`config.mk`:
```
export PLATFORM = sky130hd
export DESIGN_NAME = dmem_bridge_flat
export DESIGN_NICKNAME = d
export VERILOG_FILES = /design/src/rtl/dmem_bridge_if.sv /design/src/rtl/dmem_bridge.sv /design/src/flat_wrapper.sv
export SDC_FILE = /design/constraint.sdc
export NUM_CORES = 1
export LEC_CHECK = 0
export ABC_AREA = 1
export CAP_MARGIN = 20
export CORE_ASPECT_RATIO = 1.2
export CORE_UTILIZATION = 35
export CTS_BUF_LIST = sky130_fd_sc_hd__clkbuf_8
export DETAILED_ROUTE_END_ITERATION = 8
export HOLD_SLACK_MARGIN = 0.08
export PLACE_DENSITY = 0.77
export SETUP_SLACK_MARGIN = 0.15
export SKIP_LAST_GASP = 1
export SLEW_MARGIN = 20
export SYNTH_ARGS = -nofsm -noshare
export SYNTH_HDL_FRONTEND = slang
export SYNTH_SLANG_ARGS = --single-unit
```
`constraint.sdc`:
```
create_clock -name clk -period 2 [get_ports clk]
set_input_delay 0.5 -clock clk [delete_from_list [all_inputs] [get_ports clk]]
set_output_delay 0.5 -clock clk [all_outputs]
set_load 0.01 [all_outputs]
```
`src/rtl/dmem_bridge_if.sv`:
```
// External data-memory bus between the bridge (master) and the memory (slave).
interface dmem_bridge_if;
  logic        bus_req;
  logic        bus_we;
  logic [31:0] bus_addr;
  logic [31:0] bus_wdata;
  logic        bus_ack;
  logic [31:0] bus_rdata;

  modport master (
    output bus_req, bus_we, bus_addr, bus_wdata,
    input  bus_ack, bus_rdata
  );

  modport slave (
    input  bus_req, bus_we, bus_addr, bus_wdata,
    output bus_ack, bus_rdata
  );
endinterface

```
`src/rtl/dmem_bridge.sv`:
```
// MEM-stage data-memory bridge: turns a single-cycle load/store strobe into a
// req/ack bus transfer, stalling the pipeline until the transfer completes.
module dmem_bridge #(
  parameter int unsigned TIMEOUT_CYCLES = 64,
  parameter logic [31:0] ABORT_DATA     = 32'hDEAD_BEEF
) (
  input  logic                 clk,
  input  logic                 rst_n,
  input  logic [31:0]          dmem_addr,
  input  logic [31:0]          dmem_wd,
  input  logic                 dmem_we,
  input  logic                 dmem_re,
  output logic [31:0]          dmem_rd,
  output logic                 stallM,
  dmem_bridge_if.master        bus,
  output logic                 misalign_err,
  output logic                 timeout_err
);

  localparam int unsigned DATA_W = 32;
  localparam int unsigned WAIT_W = 8;
  localparam logic [WAIT_W-1:0] WAIT_LAST = WAIT_W'(TIMEOUT_CYCLES - 1);
  localparam logic [WAIT_W-1:0] WAIT_MAX  = '1;

  typedef enum logic [1:0] {
    S_IDLE = 2'd0,
    S_REQ  = 2'd1,
    S_DONE = 2'd2
  } state_e;

  state_e              state_q, state_d;
  logic [DATA_W-1:0]   addr_q, addr_d;
  logic [DATA_W-1:0]   wd_q, wd_d;
  logic                we_q, we_d;
  logic [DATA_W-1:0]   rdata_q, rdata_d;
  logic [WAIT_W-1:0]   wait_q, wait_d;
  logic                misalign_q, misalign_d;
  logic                timeout_q, timeout_d;

  logic strobe_c;
  logic access_c;
  logic misalign_c;
  logic ack_c;
  logic expire_c;

  // Classify the MEM-stage request and the REQ-state completion events.
  always_comb begin
    strobe_c   = dmem_we | dmem_re;
    access_c   = strobe_c & (dmem_addr[1:0] == 2'b00);
    misalign_c = strobe_c & (dmem_addr[1:0] != 2'b00);
    ack_c      = (state_q == S_REQ) & bus.bus_ack;
    // Ack has priority, so expiry is only raised on a cycle without ack.
    expire_c   = (state_q == S_REQ) & ~bus.bus_ack & (wait_q == WAIT_LAST);
  end

  // State register.
  always_ff @(posedge clk or negedge rst_n) begin
    if (!rst_n) begin
      state_q <= S_IDLE;
    end else begin
      state_q <= state_d;
    end
  end

  // Next-state logic; DONE never accepts a new access and always lasts one cycle.
  always_comb begin
    state_d = state_q;
    unique case (state_q)
      S_IDLE:  if (access_c) state_d = S_REQ;
      S_REQ:   if (ack_c || expire_c) state_d = S_DONE;
      S_DONE:  state_d = S_IDLE;
      default: state_d = S_IDLE;
    endcase
  end

  // Output decode: stall covers the accepting IDLE cycle and all of REQ.
  always_comb begin
    stallM        = 1'b0;
    bus.bus_req   = 1'b0;
    bus.bus_we    = 1'b0;
    bus.bus_addr  = addr_q;
    bus.bus_wdata = wd_q;
    dmem_rd       = '0;
    misalign_err  = misalign_q;
    timeout_err   = timeout_q;
    unique case (state_q)
      S_IDLE: stallM = access_c;
      S_REQ: begin
        stallM      = 1'b1;
        bus.bus_req = 1'b1;
        bus.bus_we  = we_q;
      end
      S_DONE:  dmem_rd = we_q ? '0 : rdata_q;
      default: ;
    endcase
  end

  // Datapath next-state: capture, wait counting, read-data latch, sticky errors.
  always_comb begin
    addr_d     = addr_q;
    wd_d       = wd_q;
    we_d       = we_q;
    rdata_d    = rdata_q;
    wait_d     = wait_q;
    misalign_d = misalign_q;
    timeout_d  = timeout_q;
    if (state_q == S_IDLE) begin
      if (access_c) begin
        addr_d = dmem_addr;
        wd_d   = dmem_wd;
        we_d   = dmem_we;
        wait_d = '0;
      end
      if (misalign_c) misalign_d = 1'b1;
    end else if (state_q == S_REQ) begin
      if (ack_c) begin
        if (!we_q) rdata_d = bus.bus_rdata;
      end else begin
        if (wait_q != WAIT_MAX) wait_d = wait_q + WAIT_W'(1);
        if (expire_c) begin
          if (!we_q) rdata_d = ABORT_DATA;
          timeout_d = 1'b1;
        end
      end
    end
  end

  // Datapath registers.
  always_ff @(posedge clk or negedge rst_n) begin
    if (!rst_n) begin
      addr_q     <= '0;
      wd_q       <= '0;
      we_q       <= 1'b0;
      rdata_q    <= '0;
      wait_q     <= '0;
      misalign_q <= 1'b0;
      timeout_q  <= 1'b0;
    end else begin
      addr_q     <= addr_d;
      wd_q       <= wd_d;
      we_q       <= we_d;
      rdata_q    <= rdata_d;
      wait_q     <= wait_d;
      misalign_q <= misalign_d;
      timeout_q  <= timeout_d;
    end
  end

endmodule

```
`src/flat_wrapper.sv`:
```
// flat-port wrapper written by rule: the top's interface ports become plain ports
module dmem_bridge_flat 
#(
  parameter int unsigned TIMEOUT_CYCLES = 64,
  parameter logic [31:0] ABORT_DATA     = 32'hDEAD_BEEF
)
  (clk, rst_n, dmem_addr, dmem_wd, dmem_we, dmem_re, dmem_rd, stallM, misalign_err, timeout_err, bus_bus_req, bus_bus_we, bus_bus_addr, bus_bus_wdata, bus_bus_ack, bus_bus_rdata);
  dmem_bridge_if bus_i ();
  input  logic clk;
  input  logic rst_n;
  input  logic [31:0] dmem_addr;
  input  logic [31:0] dmem_wd;
  input  logic dmem_we;
  input  logic dmem_re;
  output logic [31:0] dmem_rd;
  output logic stallM;
  output logic misalign_err;
  output logic timeout_err;
  output wire logic [$bits(bus_i.bus_req)-1:0] bus_bus_req;
  output wire logic [$bits(bus_i.bus_we)-1:0] bus_bus_we;
  output wire logic [$bits(bus_i.bus_addr)-1:0] bus_bus_addr;
  output wire logic [$bits(bus_i.bus_wdata)-1:0] bus_bus_wdata;
  input wire logic [$bits(bus_i.bus_ack)-1:0] bus_bus_ack;
  input wire logic [$bits(bus_i.bus_rdata)-1:0] bus_bus_rdata;
  assign bus_bus_req = bus_i.bus_req;
  assign bus_bus_we = bus_i.bus_we;
  assign bus_bus_addr = bus_i.bus_addr;
  assign bus_bus_wdata = bus_i.bus_wdata;
  assign bus_i.bus_ack = bus_bus_ack;
  assign bus_i.bus_rdata = bus_bus_rdata;
  dmem_bridge #(.TIMEOUT_CYCLES(TIMEOUT_CYCLES), .ABORT_DATA(ABORT_DATA)) u_core (.clk(clk), .rst_n(rst_n), .dmem_addr(dmem_addr), .dmem_wd(dmem_wd), .dmem_we(dmem_we), .dmem_re(dmem_re), .dmem_rd(dmem_rd), .stallM(stallM), .bus(bus_i), .misalign_err(misalign_err), .timeout_err(timeout_err));
endmodule
```
======== Word level (Yosys, flattened, before mapping) ========
Cells that the tools add are included.
cells by class
  magnitude comparators ................... 0
  multiply operators ...................... 0
  equal/unequal tests ..................... 7
  bitwise gates (word level) .............. 10
  add/sub/neg operators ................... 1
  reduce and logical (&&, ||, !) cells .... 13
  shift-type cells ........................ 0
  multiplexer cells ....................... 17
  div/mod/pow operators ................... 0
operators by type and width
  cell                                                  number
  two-way mux 32 bit                                    6
  two-way mux 8 bit                                     5
  AND reduction 4 bit                                   3
  adder 8 x 1 -> 8 bit (second input constant)          1
  equality test 8 x 6 -> 1 bit (second input constant)  1
  != test 8 bit (second input constant)                 1
  nonzero test 2 bit                                    4
  AND reduction 2 bit                                   3
  bitwise AND 1 bit                                     5
  zero test 2 bit                                       2
  two-way mux 2 bit                                     2
  != test 2 x 1 -> 1 bit (second input constant)        2
  inverter 1 bit                                        4
  case mux 2 bit (2 select lines)                       1
  equality test 2 x 1 -> 1 bit (second input constant)  1
  equality test 2 bit (second input constant)           1
  two-way mux 1 bit                                     2
  != test 2 bit (second input constant)                 1
  case mux 1 bit (2 select lines)                       1
  logical OR 1 bit                                      1
  OR 1 bit                                              1
word-level totals
  memories ................................ 0
  output and inout bits ................... 101
  latch bits .............................. 0
  bits in read-only memories .............. 0
  bits in registers ....................... 109
  bits in writable memories ............... 0
  word-level logic and storage cells ...... 56

======== Logic depth before layout (Yosys ltp) ========
Gate-level depths: netlist of the first run.
  depth in word-level cells ............... 6
  mapped depth ............................ 9

======== Worst setup path before layout of the first run ========
Ideal clock, no wire load.
  path kind ............................... input-to-output
  start ................................... in dmem_we
  end ..................................... out stallM
  buffers on the path ..................... 1
  cell stages on the path ................. 5
  data arrival time ....................... 1049 ps
  path slack .............................. 451 ps
  required time ........................... 1500 ps
  cell sequence ........................... inv_1 nand2_1 nand3_2 clkbuf_1 nand2_1
between the ends
  cells in the longest elaborated chain, start to end .. 3
RTL lines
  element                          RTL line            text
  start: declaration               flat_wrapper.sv:13  input logic dmem_we;
  OR 1 bit                         dmem_bridge.sv:48   strobe_c = dmem_we | dmem_re;
  bitwise AND 1 bit                dmem_bridge.sv:49   access_c = strobe_c & (dmem_addr[1:0] == 2'b00);
  case mux 1 bit (2 select lines)  dmem_bridge.sv:86   unique case (state_q)
  end: declaration                 flat_wrapper.sv:16  output logic stallM;
Every way passes these cells.

======== Worst setup path in the final report of the first run ========
  start ................................... reg u_core.we_q
  end ..................................... out dmem_rd[14]
between the ends
  cells in the longest elaborated chain, start to end .. 2
RTL lines
  element                   RTL line            text
  start: declaration        dmem_bridge.sv:34   logic we_q, we_d;
  start signal: assignment  dmem_bridge.sv:141  we_q <= we_d;
  two-way mux 32 bit        dmem_bridge.sv:93   S_DONE: dmem_rd = we_q ? '0 : rdata_q;
  two-way mux 32 bit        dmem_bridge.sv:86
  end: declaration          flat_wrapper.sv:15  output logic [31:0] dmem_rd;
Every way passes these cells.

==> results.cfg, run 1 <==
[worst_setup_path]
end_kind = output port
required_ps = 1500
cp-start-kind = flip-flop
crit_fanout = 5
endpoint = dmem_rd[14]
r2r-end = u_core.wait_q[7]$_DFFE_PN0P_
rrSetupSlack_ps = 320
max_stage_delay_ps = 430
cp_slowest_cell = dfrtp_1
rr_startpoint = u_core.state_q[1]$_DFFE_PN0P_
cp-startpoint = u_core.we_q$_DFFE_PN0P_
arrival_ps = 1510
cp_cell_sequence = clkinv_2 -> nand3_4 -> bufbuf_16 -> nor2_1 -> buf_2
worst_r2r_path_depth = 7
critPathKind = flip-flop to output port

[sta]
final-setup-viol-count = 3
finClkSkew_ps = 11.1
period_needed_ps = 2010
maxSlewViolCount = 0
fin_ws_ps = -13.4
fmax_ghz = 0.497
final-hold-violation-count = 0
finalCritPeriodShare = 1.01
rsz0062_at_grt = true
tightest_slew_ps = 370
slew_headroom = 0.753
tns_ps = -25.1
hold_ws_ps = 119

[final_layout]
fin_nets = 912
drive_gt1_frac = 0.145
area_growth_pct = 54.9
layout_commonest_cell = clkdlybuf4s50_1
layout_common_cells = clkdlybuf4s50_1 (164), nand2_1 (152), inv_1 (113)
instances_no_fill = 985

[global_routing]
antenna_found_initial = 1
grt_overflow = 0
grt_max_degree = 95
grt_pass1_vias = 4050
grtUsageTotal = 0.175
grt_pass1_wl_mm = 19.7

[pwr]
power_frac_comb = 0.348
p_seq_frac = 0.475
swShare = 0.324
p_leak_nw = 3.85
p_int_w = 0.00456
p_switching_w = 0.00219
ir_worst_vdd_mv = 0.419
power_w = 0.00675
pwr-share-clk = 0.177
power_density_nw_per_um2 = 888

[placement]
io_buffer_count = 201
gp_congestion = 0.835
pre_cts_ws_ps = -349
place_hpwl_mm = 8.89
dp_cells = 959

[synthesis]
ys_seq_area_frac = 0.555
synth_top_area_share = 0.555
synth_area_leaders = dfrtp_1 (56%), nand2_1 (12%), inv_1 (8.6%)
ys_types = 26
yosys_warnings = 0
syn_inst = 597
synthesis.nets = 699
post-synth-top-area-cell = dfrtp_1
synth_area_um2 = 4910
synth_area_per_cell_um2 = 8.23
ys_seq_elements = 109

[floorplan]
rows = 47
dieArea_um2 = 14500
start_util = 0.357
fp.dieH_um = 132
core-area_um2 = 13800
ioPinCount = 202
die-width_um = 110

[clocking]
clock_latency_ps = 370
numCtsBuffers = 9
htreeDepth = 3
cts.sinks = 109
clk_path_buf_depth = 2
postCtsHoldBufs = 0
clkTransAtPathRegs_ps = 100
root_buffer = clkbuf_8
cts_tree = built

[routing]
drtIter0Drc = 217
ant_nets = 0
vias_per_cell = 4.43
drc = 0
totalWireLength_mm = 12.8
routed-via-count = 4364
post_drt_wl_per_cell_um = 13.0
dr.pass1.iters = 7

[run_status]
status = finished with violations
failed_checks = setup timing

[job]
drv_cap = 0

[min_path]
hp-class = input pin to async pin
==> critical path, delay by kind of cell, from the launching register on <==
| family | cells | cell delay (ps) |
|---|---|---|
| buffers and inverters | 3 | 530 |
| and+or+nand+nor | 2 | 200 |
| DFF | 1 | 430 |
==> registers in the layout (all words and copies together), names as in the netlist <==
| name | count |
|---|---|
| u_core.bus.bus_addr | 32 |
| u_core.bus.bus_wdata | 32 |
| u_core.rdata_q | 32 |
| u_core.wait_q | 8 |
| u_core.state_q | 2 |
| u_core.misalign_err | 1 |
| u_core.timeout_err | 1 |
| u_core.we_q | 1 |
==> worst min path at each step <==
| stage | start | to | slack [ps] | depth (start not counted) |
|---|---|---|---|---|
| 2_1_floorplan | rst_n | u_core.bus.bus_addr[0]$_DFFE_PN0P_ | 200 | 0 |
| 3_3_place_gp | u_core.bus.bus_addr[1]$_DFFE_PN0P_ | u_core.bus.bus_addr[1]$_DFFE_PN0P_ | 450 | 2 |
| 3_5_place_dp | u_core.timeout_err$_DFFE_PN0P_ | u_core.timeout_err$_DFFE_PN0P_ | 450 | 1 |
| 4_1_cts | rst_n | u_core.rdata_q[8]$_DFFE_PN0P_ | 110 | 2 |
| 5_1_grt | rst_n | u_core.rdata_q[27]$_DFFE_PN0P_ | 120 | 2 |
| 6_report | rst_n | u_core.rdata_q[8]$_DFFE_PN0P_ | 120 | 2 |
==> timing repair <==
item | 4_1_cts | 5_1_grt
pin swaps | 1 | 5
gates resized for setup | 152 | 54
endpoints found under the setup margin | 35 | 79
buffers inserted | 5 | 3
gates cloned | 2 | 1
==> power groups by stage <==
stage,sequential [W],clock (W),combinational [W]
5_1_grt,0.00328,0.00134,0.00260
6_report,0.00321,0.00119,0.00235
3_3_place_gp,0.00322,0,0.00214
2_1_floorplan,0.00335,0,0.000849
3_5_place_dp,0.00324,0,0.00219
4_1_cts,0.00321,0.00125,0.00224
==> per-layer routing <==
metal	vias up	part of all wire	track usage
met5	-	0	0
met4	0	0.034	0.0775
met3	26	0.058	0.0440
met2	135	0.50	0.296
met1	1992	0.41	0.207
li1	2211	-	-
==> cell usage after synthesis <==
| cell | n |
|---|---|
| nand3_1 | 40 |
| nand2_2 | 3 |
| xnor2_1 | 2 |
| o21bai_1 | 2 |
| nor2_1 | 37 |
| buf_6 | 3 |
| o21ai_0 | 69 |
| nand2_4 | 3 |
| clkinv_1 | 1 |
| clkbuf_2 | 6 |
| nor2_4 | 1 |
| nand4_1 | 2 |
| or2_1 | 19 |
| nand3_2 | 1 |
| inv_2 | 1 |
| nor2_2 | 2 |
| ha_1 | 1 |
| nand2_1 | 153 |
| inv_1 | 112 |
| buf_2 | 5 |
| o21ai_1 | 5 |
| xor2_1 | 1 |
| buf_4 | 7 |
| clkbuf_1 | 6 |
| dfrtp_1 | 109 |
| or2_2 | 6 |
==> layout make-up <==
class / instances / area (um2)
Antenna cell: 1 / 2.50
Clock buffer: 11 / 151
Clock inverter: 3 / 15.0
Sequential cell: 109 / 2730
Timing Repair Buffer: 229 / 2320
Multi-Input combinational cell: 347 / 1750
Fill cell: 1211 / 6150
Tap cell: 171 / 214
Inverter: 114 / 429
==> metrics by stage <==
stage | utilization | instance area, um2
2_1_floorplan | - | 4910
3_3_place_gp | 0.520 | 7160
3_5_place_dp | 0.520 | 7160
4_1_cts | 0.537 | 7390
5_1_grt | 0.553 | 7610
6_report | 0.553 | 7610
==> cells by family after synthesis <==
| kind of cell | Yosys count | synth area share |
|---|---|---|
| AO/OA/AOI/OAI | 76 | 0.0784 |
| XOR/XNOR | 3 | 0.00535 |
| adder cells (fa/ha/maj) | 1 | 0.00255 |
| buffers and inverters | 141 | 0.120 |
| flip-flops | 109 | 0.555 |
| AND/OR/NAND/NOR | 267 | 0.238 |
No activity file was read; power rests on OpenSTA's default activity.
==> run 2, diff against run 1 <==
Settings changed: SKIP_LAST_GASP 1 to not set.
Clock period 2 ns to 2.3 ns, I/O delays scaled along.
==> run 2 against run 1 <==
The flow now finishes without violations. Final cell count down 1.2%. Critical path type unchanged. Register-to-register slack better by 270 ps. Critical path depth rose by 1. Highest routed layer unchanged. Clock skew hardly changed. Final area fell by 4.6%. Via count is 0.37% lower.
==> results.cfg, run 2 (synthesis gave the netlist of run 1 again) <==
[pwr]
swShare = 0.306
power_frac_comb = 0.307
p_switching_w = 0.00183
power_density_nw_per_um2 = 827
pwr-share-clk = 0.227
p_seq_frac = 0.466
p_int_w = 0.00417
p_leak_nw = 3.72
ir_worst_vdd_mv = 0.401

[global_routing]
grtUsageTotal = 0.178
grt_pass1_vias = 4090
grt_pass1_wl_mm = 20.1
grt_overflow = 0
antenna_found_initial = 1
grt_max_degree = 63

[final_layout]
nFillCells = 1311
layout_common_cells = clkdlybuf4s50_1 (165), nand2_1 (152), inv_1 (113)
layout_commonest_cell = clkdlybuf4s50_1
area_growth_pct = 47.7
drive_gt1_frac = 0.104
regArea_um2 = 2730
multi_input_area_um2 = 1620
fin_nets = 898

[routing]
post_drt_wl_per_cell_um = 12.9
vias_per_cell = 4.47
dr.pass1.iters = 4
totalWireLength_mm = 12.5
routed-via-count = 4348
drc = 0
ant_nets = 0
drtIter0Drc = 243

[placement]
pre_cts_ws_ps = -206
gp_congestion = 0.818
io_buffer_count = 201
place_hpwl_mm = 8.91

[floorplan]
start_util = 0.357
core-area_um2 = 13800
die-width_um = 110
ioPinCount = 202
fp.dieH_um = 132
dieArea_um2 = 14500
rows = 47

[sta]
final-setup-viol-count = 0
finClkSkew_ps = 10.7
fmax_ghz = 0.473
rsz0062_at_grt = true
slew_headroom = 0.739
tightest_slew_ps = 391
finalCritPeriodShare = 0.920
final-hold-violation-count = 0
maxSlewViolCount = 0
hold_ws_ps = 94.0
period_needed_ps = 2120
fin_ws_ps = 185

[clocking]
clkTransAtPathRegs_ps = 100
root_buffer = clkbuf_8
numCtsBuffers = 9
htreeDepth = 3
postCtsHoldBufs = 0
clk_path_buf_depth = 2
clock_latency_ps = 360
cts_tree = built
cts.sinks = 109

[worst_setup_path]
worst_r2r_path_depth = 6
arrival_ps = 1540
critPathKind = flip-flop to output port
required_ps = 1730
end_kind = output port
cp-start-kind = flip-flop
crit_fanout = 12

[job]
drv_cap = 0

[min_path]
hp-class = input pin to async pin

[run_status]
status = finished clean
[run 2: cell count changes in the layout (fill, tap and decap cells not counted), sizes merged, moves of 3 or more]
cell,change
clkbuf,+26
bufinv,+3
buf,-45
dlygate4sd2,+4
[run 2: what timing repair did]
action,CTS,global route
setup endpoints to repair,35,37
setup buffers,1,2
gates cloned,0,1
pin swaps,0,1
resized for setup,50,55
hold endpoints to repair,0,0
[run 2: per-stage QoR]
step | instances | power, W | util | TNS [ps] | area [um2]
2_1_floorplan | 597 | 0.00365 | - | 0 | 4910
3_3_place_gp | 952 | 0.00464 | 0.514 | -1570 | 7080
3_5_place_dp | 952 | 0.00470 | 0.514 | -3270 | 7080
4_1_cts | 969 | 0.00607 | 0.531 | 0 | 7300
5_1_grt | 972 | 0.00644 | 0.527 | 0 | 7250
6_report | 973 | 0.00600 | 0.527 | 0 | 7260
[run 2: cell type report]
class | count | area share
multi-input cells | 347 | 0.223
repair buffers | 215 | 0.279
well taps | 171 | 0.0295
clock inverters | 7 | 0.0159
flip-flops and latches | 109 | 0.376
clock buffers | 9 | 0.0171
diodes | 1 | 0.000345
inverters | 114 | 0.0590
[run 2: worst paths after layout]
kind,endpoint,slack [ps],start
setup / recovery,dmem_rd[28],180,u_core.we_q$_DFFE_PN0P_
min in group clk,u_core.rdata_q[0]$_DFFE_PN0P_,480,u_core.rdata_q[0]$_DFFE_PN0P_
setup reg to reg,u_core.bus.bus_wdata[0]$_DFFE_PN0P_,590,u_core.state_q[0]$_DFFE_PN0P_
hold / removal,u_core.rdata_q[8]$_DFFE_PN0P_,90,rst_n
hold reg to reg,u_core.rdata_q[0]$_DFFE_PN0P_,480,u_core.rdata_q[0]$_DFFE_PN0P_
max in group asynchronous,u_core.bus.bus_wdata[17]$_DFFE_PN0P_,1550,rst_n
[run 2: routing by layer]
layer	vias to the layer above	wire, um	GRT usage
met5	-	0	0
met4	0	252	0.0643
met3	15	704	0.0331
met2	140	6460	0.306
met1	2003	5120	0.219
li1	2190	-	-
[run 2: power groups by stage]
stage | Combinational (W) | Clock (W) | Sequential [W]
after floorplan | 0.000738 | 0 | 0.00291
after global placement | 0.00183 | 0 | 0.00281
after detailed placement | 0.00187 | 0 | 0.00283
after CTS | 0.00186 | 0.00142 | 0.00280
after global routing | 0.00207 | 0.00150 | 0.00287
final | 0.00184 | 0.00136 | 0.00280
[run 2: worst max-delay path, cell delays in order (launching register included)]
cell       delay [ps]
dfrtp_1           420
inv_2             100
nand3_4           100
clkbuf_16         190
buf_12            130
nor2_1             90
clkbuf_2          140
